==> config.mk <==
export PLATFORM = sky130hd
export DESIGN_NAME = mac_l2_seq
export DESIGN_NICKNAME = d
export VERILOG_FILES = /design/src/rtl/mac_l2_seq.sv
export SDC_FILE = /design/constraint.sdc
export NUM_CORES = 1
export LEC_CHECK = 0
export CAP_MARGIN = 20
export CORE_MARGIN = 5
export CORE_UTILIZATION = 41
export DETAILED_ROUTE_END_ITERATION = 8
export MAX_ROUTING_LAYER = met4
export PLACE_DENSITY = 0.87
export SLEW_MARGIN = 20
export SYNTH_ARGS = -nofsm -noshare
export SYNTH_HDL_FRONTEND = slang
export SYNTH_SLANG_ARGS = --single-unit
==> constraint.sdc <==
create_clock -name clk -period 4.3 [get_ports clk]
set_input_delay 1.075 -clock clk [delete_from_list [all_inputs] [get_ports clk]]
set_output_delay 1.075 -clock clk [all_outputs]
set_load 0.005 [all_outputs]
==> src/rtl/mac_l2_seq.sv <==
// Layer-2 sequencer: streams N_IN activations into the MAC array, then scans the
// N_OUT accumulators for the arg-max class. Single FSM with registered strobes.
`timescale 1ns/1ps
module mac_l2_seq #(
    parameter  int N_IN  = 32,
    parameter  int N_OUT = 10,
    parameter  int ACT_W = 8,
    parameter  int ACC_W = 20,
    localparam int AW    = $clog2(N_IN),
    localparam int CW    = $clog2(N_OUT)
) (
    input  logic                              clk,
    input  logic                              rst,
    input  logic                              start,
    output logic [AW-1:0]                     act_addr,
    input  logic signed [ACT_W-1:0]           act_data,
    output logic [AW-1:0]                     w_row,
    output logic                              mac_clr,
    output logic                              mac_init_bias,
    output logic                              mac_en,
    output logic signed [ACT_W-1:0]           mac_activation,
    input  logic [N_OUT-1:0][ACC_W-1:0]       acc_in,
    output logic                              busy,
    output logic                              done,
    output logic [CW-1:0]                     class_out,
    output logic signed [ACC_W-1:0]           max_val
);

    typedef enum logic [2:0] {
        S_IDLE, S_CLR, S_BIAS, S_RUN, S_WAIT, S_ARGMAX, S_DONE
    } state_t;

    state_t                  state_q;
    logic [AW-1:0]           act_addr_q;
    logic [AW-1:0]           run_cnt_q;
    logic [CW-1:0]           k_q;
    logic [CW-1:0]           idx_q;
    logic signed [ACC_W-1:0] max_q;
    logic [CW-1:0]           class_q;
    logic signed [ACC_W-1:0] max_val_q;
    logic                    mac_clr_q;
    logic                    mac_bias_q;
    logic                    mac_en_q;
    logic                    busy_q;
    logic                    done_q;

    // Running-max candidate for the current scan index; strict '>' keeps the
    // lowest index on ties, k==0 loads unconditionally.
    logic signed [ACC_W-1:0] cand;
    logic                    upd;
    logic signed [ACC_W-1:0] max_d;
    logic [CW-1:0]           idx_d;

    always_comb begin
        cand  = $signed(acc_in[k_q]);
        upd   = (k_q == '0) || (cand > max_q);
        max_d = upd ? cand : max_q;
        idx_d = upd ? k_q : idx_q;
    end

    always_ff @(posedge clk) begin
        if (rst) begin
            state_q    <= S_IDLE;
            act_addr_q <= '0;
            run_cnt_q  <= '0;
            k_q        <= '0;
            idx_q      <= '0;
            max_q      <= '0;
            class_q    <= '0;
            max_val_q  <= '0;
            mac_clr_q  <= 1'b0;
            mac_bias_q <= 1'b0;
            mac_en_q   <= 1'b0;
            busy_q     <= 1'b0;
            done_q     <= 1'b0;
        end else begin
            mac_clr_q  <= 1'b0;
            mac_bias_q <= 1'b0;
            mac_en_q   <= 1'b0;
            done_q     <= 1'b0;
            case (state_q)
                S_IDLE: begin
                    if (start) begin
                        state_q   <= S_CLR;
                        mac_clr_q <= 1'b1;
                        busy_q    <= 1'b1;
                    end
                end
                S_CLR: begin
                    state_q    <= S_BIAS;
                    mac_bias_q <= 1'b1;
                    act_addr_q <= '0;
                end
                S_BIAS: begin
                    // Address 0 was issued during BIAS, so RUN cycle 0 sees its data.
                    state_q    <= S_RUN;
                    mac_en_q   <= 1'b1;
                    run_cnt_q  <= '0;
                    act_addr_q <= (N_IN == 1) ? '0 : AW'(1);
                end
                S_RUN: begin
                    if (run_cnt_q == AW'(N_IN - 1)) begin
                        state_q    <= S_WAIT;
                        run_cnt_q  <= '0;
                        act_addr_q <= '0;
                    end else begin
                        mac_en_q   <= 1'b1;
                        run_cnt_q  <= run_cnt_q + AW'(1);
                        act_addr_q <= (act_addr_q == AW'(N_IN - 1)) ? '0
                                                                    : act_addr_q + AW'(1);
                    end
                end
                S_WAIT: begin
                    state_q <= S_ARGMAX;
                    k_q     <= '0;
                end
                S_ARGMAX: begin
                    max_q <= max_d;
                    idx_q <= idx_d;
                    if (k_q == CW'(N_OUT - 1)) begin
                        state_q   <= S_DONE;
                        class_q   <= idx_d;
                        max_val_q <= max_d;
                        done_q    <= 1'b1;
                        k_q       <= '0;
                    end else begin
                        k_q <= k_q + CW'(1);
                    end
                end
                S_DONE: begin
                    state_q <= S_IDLE;
                    busy_q  <= 1'b0;
                end
                default: begin
                    state_q <= S_IDLE;
                    busy_q  <= 1'b0;
                end
            endcase
        end
    end

    assign act_addr       = act_addr_q;
    assign w_row          = act_addr_q;
    assign mac_clr        = mac_clr_q;
    assign mac_init_bias  = mac_bias_q;
    assign mac_en         = mac_en_q;
    assign mac_activation = act_data;
    assign busy           = busy_q;
    assign done           = done_q;
    assign class_out      = class_q;
    assign max_val        = max_val_q;

endmodule
==> flow_summary.yaml, run 1 <==
run_status:
  status: "finished with violations"
  violations: "negative setup slack"
pwr:
  comb_power_share_pct: 20.0
  finalPower_mw: 1.855
  irDropWorstVdd_mv: 0.2282
  p_per_area_mw_per_mm2: 208.7
  swShare_pct: 23.23
  leakagePower_nw: 4.012
  p_switching_uw: 430.9
  clkPwrFrac_pct: 44.1
  internal_power_mw: 1.424
  p_seq_share_pct: 35.8
sta:
  drv_slew: 0
  min_period_ps: 4317
  fmax_mhz: 231.6
  slew_headroom_pct: 18.96
  fin_setup_tns_ps: -39.53
  setup_viol: 5
  fin_ws_ps: -17.30
  clock_skew_ps: 7.487
  hold_viol: 0
  post-route-period-util_pct: 100.4
  worst_slew_pin_slew_ps: 1214
  timing.hold.ws_ps: 463.5
route:
  vias: 5636
  wl_um: 22130
  first_pass_iters: 5
  first_iter_violations: 346
  antenna_left: 0
  drc: 0
  vias_per_cell: 5.804
  wl_per_cell_um: 22.79
placement:
  placed_area_mm2: 0.007821
  place_hpwl_um: 16100
  gp_congestion: 0.8929
  io_buffers: 241
  placed_cells: 933
synth:
  synth_area_mm2: 0.005159
  synth_fp_nets: 773
  synth_edf_count: 0
  post_synth_num_cell_types: 42
  ys_seq_area_share_pct: 27.16
  synth_ff_type: "dfxtp_1"
  synthCells: 535
  avgSynthCellArea_um2: 9.642
  synth-async-reset-ratio_pct: 0
  synth_seq_cells: 70
  ys_warn_count: 0
cts:
  clockBufferDepth: 2
  cts.sinks: 70
  clk_latency_ps: 330
  cts_root_buf: "clkbuf_16"
  path_clk_slew_ps: 60
  holdBufCountCts: 0
  cts_buffers: 9
  cts-htree-levels: 3
  cts_tree: "built"
global_routing:
  grt-ovfl-total: 0
  grt.total_usage_pct: 28.08
  grt_max_degree: 47
  antenna_found_initial: 2
  grt_pass1_wl_um: 31280
  grt_pass1_vias: 5854
critical_path:
  path_class: "in -> reg"
  critPathRequiredTime_ps: 4520
  cp-start-kind: "input port"
  cp-end-kind: "register"
  cp.arrival_ps: 4540
  cp_max_fo: 8
floorplanning:
  placeableCoreArea_mm2: 0.01247
  die_h_um: 122.2
  die_w_um: 122.2
  initial_core_util_pct: 41.38
  row_count: 41
  die-area_mm2: 0.01493
  num_io_pins: 258
final_layout:
  nets: 1030
  nFillCells: 835
  final_cell_area_mm2: 0.008885
  area_growth_pct: 72.23
  seq_area_mm2: 0.001406
  finalNonFillerCells: 971
  layout_commonest_cell: "clkdlybuf4s50_1"
  multi_input_area_mm2: 0.003547
  layout-drive-gt1-share_pct: 23.59
  layout.cells.most_common_list: "clkdlybuf4s50_1, dlymetal6s2s_1, dfxtp_1"
hold_path:
  hp-class: "reg -> reg"
flow_run:
  drv_cap: 0
repair_timing:
| action | in CTS | in global routing |
|---|---|---|
| gates cloned | 2 | 1 |
| setup buffers | 12 | 9 |
| hold endpoints to repair | 0 | 0 |
| resized for setup | 22 | 138 |
| pin swaps | 10 | 31 |
| setup endpoints to repair | 48 | 48 |
final timing paths:
path,cells after the start,slack [ps],from,to
worst max-delay path,15,-20,acc_in[28],max_val[16]$_SDFFE_PP0P_
worst min-delay path,2,460,idx_q[3]$_SDFFE_PP0P_,idx_q[3]$_SDFFE_PP0P_
worst max register to register,15,190,k_q[0]$_SDFFE_PP0P_,max_val[16]$_SDFFE_PP0P_
worst min register to register,2,460,idx_q[3]$_SDFFE_PP0P_,idx_q[3]$_SDFFE_PP0P_
Yosys cell counts (10+ instances only):
cell	instances	share of area (%)
dfxtp_1	70	27
ha_1	27	6.5
buf_4	16	2.3
a211oi_2	16	3.9
or2_1	20	2.4
nand2_1	34	2.5
a22oi_1	21	3.1
clkbuf_1	25	1.8
a32o_1	20	3.9
mux2i_1	23	4.5
o21ai_0	16	1.6
mux4_2	40	17
nand4_1	10	1.2
nor2_1	21	1.5
a21oi_1	42	4.1
inv_1	42	3.1
o21a_1	22	3.2
critical path, cell delays in order:
cell and delay, ps:
clkdlybuf4s50_1 430, mux4_2 490, a22oi_2 160, o21a_1 200, inv_2 60, ha_4 250, nand4_1 170, or4_4 540
buf_6 140, o21ai_4 130, a32oi_4 100, buf_6 180, clkbuf_16 150, or2_1 220, a32o_1 250
layout make-up:
cell class                      instances  area share [%]
Sequential cell                        70           15.83
Tap cell                              172           2.422
Clock inverter                          6           1.056
Inverter                               42           1.774
Antenna cell                            2         0.05633
Multi-Input combinational cell        366           39.92
Timing Repair Buffer                  303           36.25
Clock buffer                           10           2.690
state kept, by name, indices dropped and copies added, names as in the netlist, 3 cells and up:
name	cells
max_q	20
idx_q	4
k_q	4
act_addr	5
class_out	4
state_q	3
max_val	20
run_cnt_q	5
kinds of logic after synthesis:
kind of cell,count (synthesis),share of synthesized area (%)
mux,63,21.93
compound gates,156,23.36
simple gates,119,11.57
xor+xnor,1,0.1698
flops,70,27.16
fa+ha+maj,27,6.549
buf+inv,99,9.265
power groups by stage:
stage	clock network (mW)	logic (mW)	registers, mW
after floorplan	0	0.118	0.676
after global placement	0	0.339	0.678
after detailed placement	0	0.349	0.678
after CTS	0.827	0.359	0.664
after global routing	0.858	0.393	0.666
final	0.818	0.372	0.665
stage by stage:
stage	setup slack (ps)	util, %
6_report	-17.30	71.27
5_1_grt	-90.60	71.27
2_1_floorplan	306.8	-
4_1_cts	1.509	67.20
3_3_place_gp	-433.4	62.74
3_5_place_dp	-519.4	62.74
per-layer routing:
layer | global-route usage [%] | share of wire, %
met2 | 50.21 | 52
met4 | 10.85 | 3.7
met1 | 28.93 | 36
met5 | - | 0
met3 | 8.403 | 8.0
(Power assumes the default switching activity.)
==> inputs of run 2 (changes only) <==
GPL_ROUTABILITY_DRIVEN = 0   (was unset)
SKIP_CTS_REPAIR_TIMING = 1   (was unset)
==> flow_summary.yaml, run 2 (synthesis gave the netlist of run 1 again) <==
run_status:
  status: "finished with violations"
  violations: "negative setup slack"
sta:
  fmax_mhz: 220.2
  drv_slew: 0
  hold_viol: 0
  slew_headroom_pct: 29.12
  min_period_ps: 4541
  worst_slew_pin_slew_ps: 1062
  setup_viol: 48
  fin_ws_ps: -241.1
  clock_skew_ps: 9.297
  fin_setup_tns_ps: -7050
  post-route-period-util_pct: 105.6
  timing.hold.ws_ps: 459.6
pwr:
  p_per_area_mw_per_mm2: 209.5
  leakagePower_nw: 3.618
  finalPower_mw: 1.851
  irDropWorstVdd_mv: 0.1790
floorplanning:
  initial_core_util_pct: 41.38
  die-area_mm2: 0.01493
  die_h_um: 122.2
  num_io_pins: 258
  placeableCoreArea_mm2: 0.01247
  die_w_um: 122.2
  row_count: 41
hold_path:
  holdPathEnd: "run_cnt_q[4]$_SDFFE_PP0P_"
  hp-class: "reg -> reg"
  min_from: "run_cnt_q[4]$_SDFFE_PP0P_"
  hold_path_depth: 2
route:
  drc: 0
  wl_um: 23170
  antenna_left: 0
  vias_per_cell: 5.992
  wl_per_cell_um: 23.89
  first_pass_iters: 5
  first_iter_violations: 385
  vias: 5812
cts:
  cts_buffers: 9
  cts-htree-levels: 3
  path_clk_slew_ps: 60
  cts_root_buf: "clkbuf_16"
  cts.sinks: 70
  clockBufferDepth: 2
  cts_tree: "built"
  clk_latency_ps: 340
critical_path:
  cp.arrival_ps: 4760
  cp_max_fo: 4
  reg2regPathDepth: 13
  reg2reg_to: "max_q[3]$_SDFFE_PP0P_"
  crit_start: "acc_in[11]"
  reg2reg_from: "k_q[0]$_SDFFE_PP0P_"
  path_class: "in -> reg"
  r2r_slack_ps: 110
  cp-end-kind: "register"
  cp-start-kind: "input port"
  critPathRequiredTime_ps: 4520
global_routing:
  grt-ovfl-total: 0
  grt.total_usage_pct: 27.24
  antenna_found_initial: 2
  grt_max_degree: 34
  grt_pass1_wl_um: 30250
  grt_pass1_vias: 5744
flow_run:
  drv_cap: 0
final_layout:
  area_growth_pct: 71.33
  layout-drive-gt1-share_pct: 23.12
  nets: 1029
  layout.cells.most_common_list: "clkdlybuf4s50_1, dfxtp_1, dlymetal6s2s_1"
  final_cell_area_mm2: 0.008838
  layout_commonest_cell: "clkdlybuf4s50_1"
placement:
  io_buffers: 241
  placed_area_mm2: 0.007839
  place_hpwl_um: 16150
run 2: area by class of cell:
type                            instances  area, um^2
Fill cell                             851        3627
Multi-Input combinational cell        367        3556
Timing Repair Buffer                  301        3177
Sequential cell                        70        1406
Clock buffer                            9       225.2
Tap cell                              172       215.2
Inverter                               42       157.7
Clock inverter                          7       96.34
Antenna cell                            2       5.005
run 2: metal layers:
layer	track usage [%]	vias up	wire length (um)
li1	-	2521	-
met1	27.51	2807	7651
met5	-	-	0
met2	49.10	382	11830
met4	11.34	0	1436
met3	7.985	102	2251
run 2: worst max path at each step:
stage	to	slack [ps]	cells after the start
3_3_place_gp	max_val[19]$_SDFFE_PP0P_	-350	13
5_1_grt	max_q[3]$_SDFFE_PP0P_	-230	13
3_5_place_dp	max_val[16]$_SDFFE_PP0P_	-510	13
6_report	max_q[3]$_SDFFE_PP0P_	-240	13
2_1_floorplan	max_q[11]$_SDFFE_PP0P_	310	13
4_1_cts	max_val[16]$_SDFFE_PP0P_	-190	13
run 2: power by group:
group	internal, mW	leakage (nW)	switching (mW)
registers	0.655	0.566	0.00930
clock network	0.510	0.156	0.295
logic	0.248	2.90	0.134
total	1.41	3.62	0.438
run 2: worst max-delay path, cell delays in order:
cell and delay, ps:
clkdlybuf4s50_1 480, mux4_2 540, a22oi_2 200, o21a_1 210, inv_2 60, ha_4 260, nand4_1 160, or4_4 590
a21o_4 230, a32oi_4 400, buf_6 180, a21oi_1 60, a211oi_1 320
run 2: stage by stage:
step                      utilization (%)  worst slack [ps]  cells
after CTS                           65.46            -192.1    948
final                               70.90            -241.1    970
after detailed placement            62.88            -514.1    932
after global routing                70.90            -230.7    970
after floorplan                         -             306.8    535
after global placement              62.88            -351.4    932
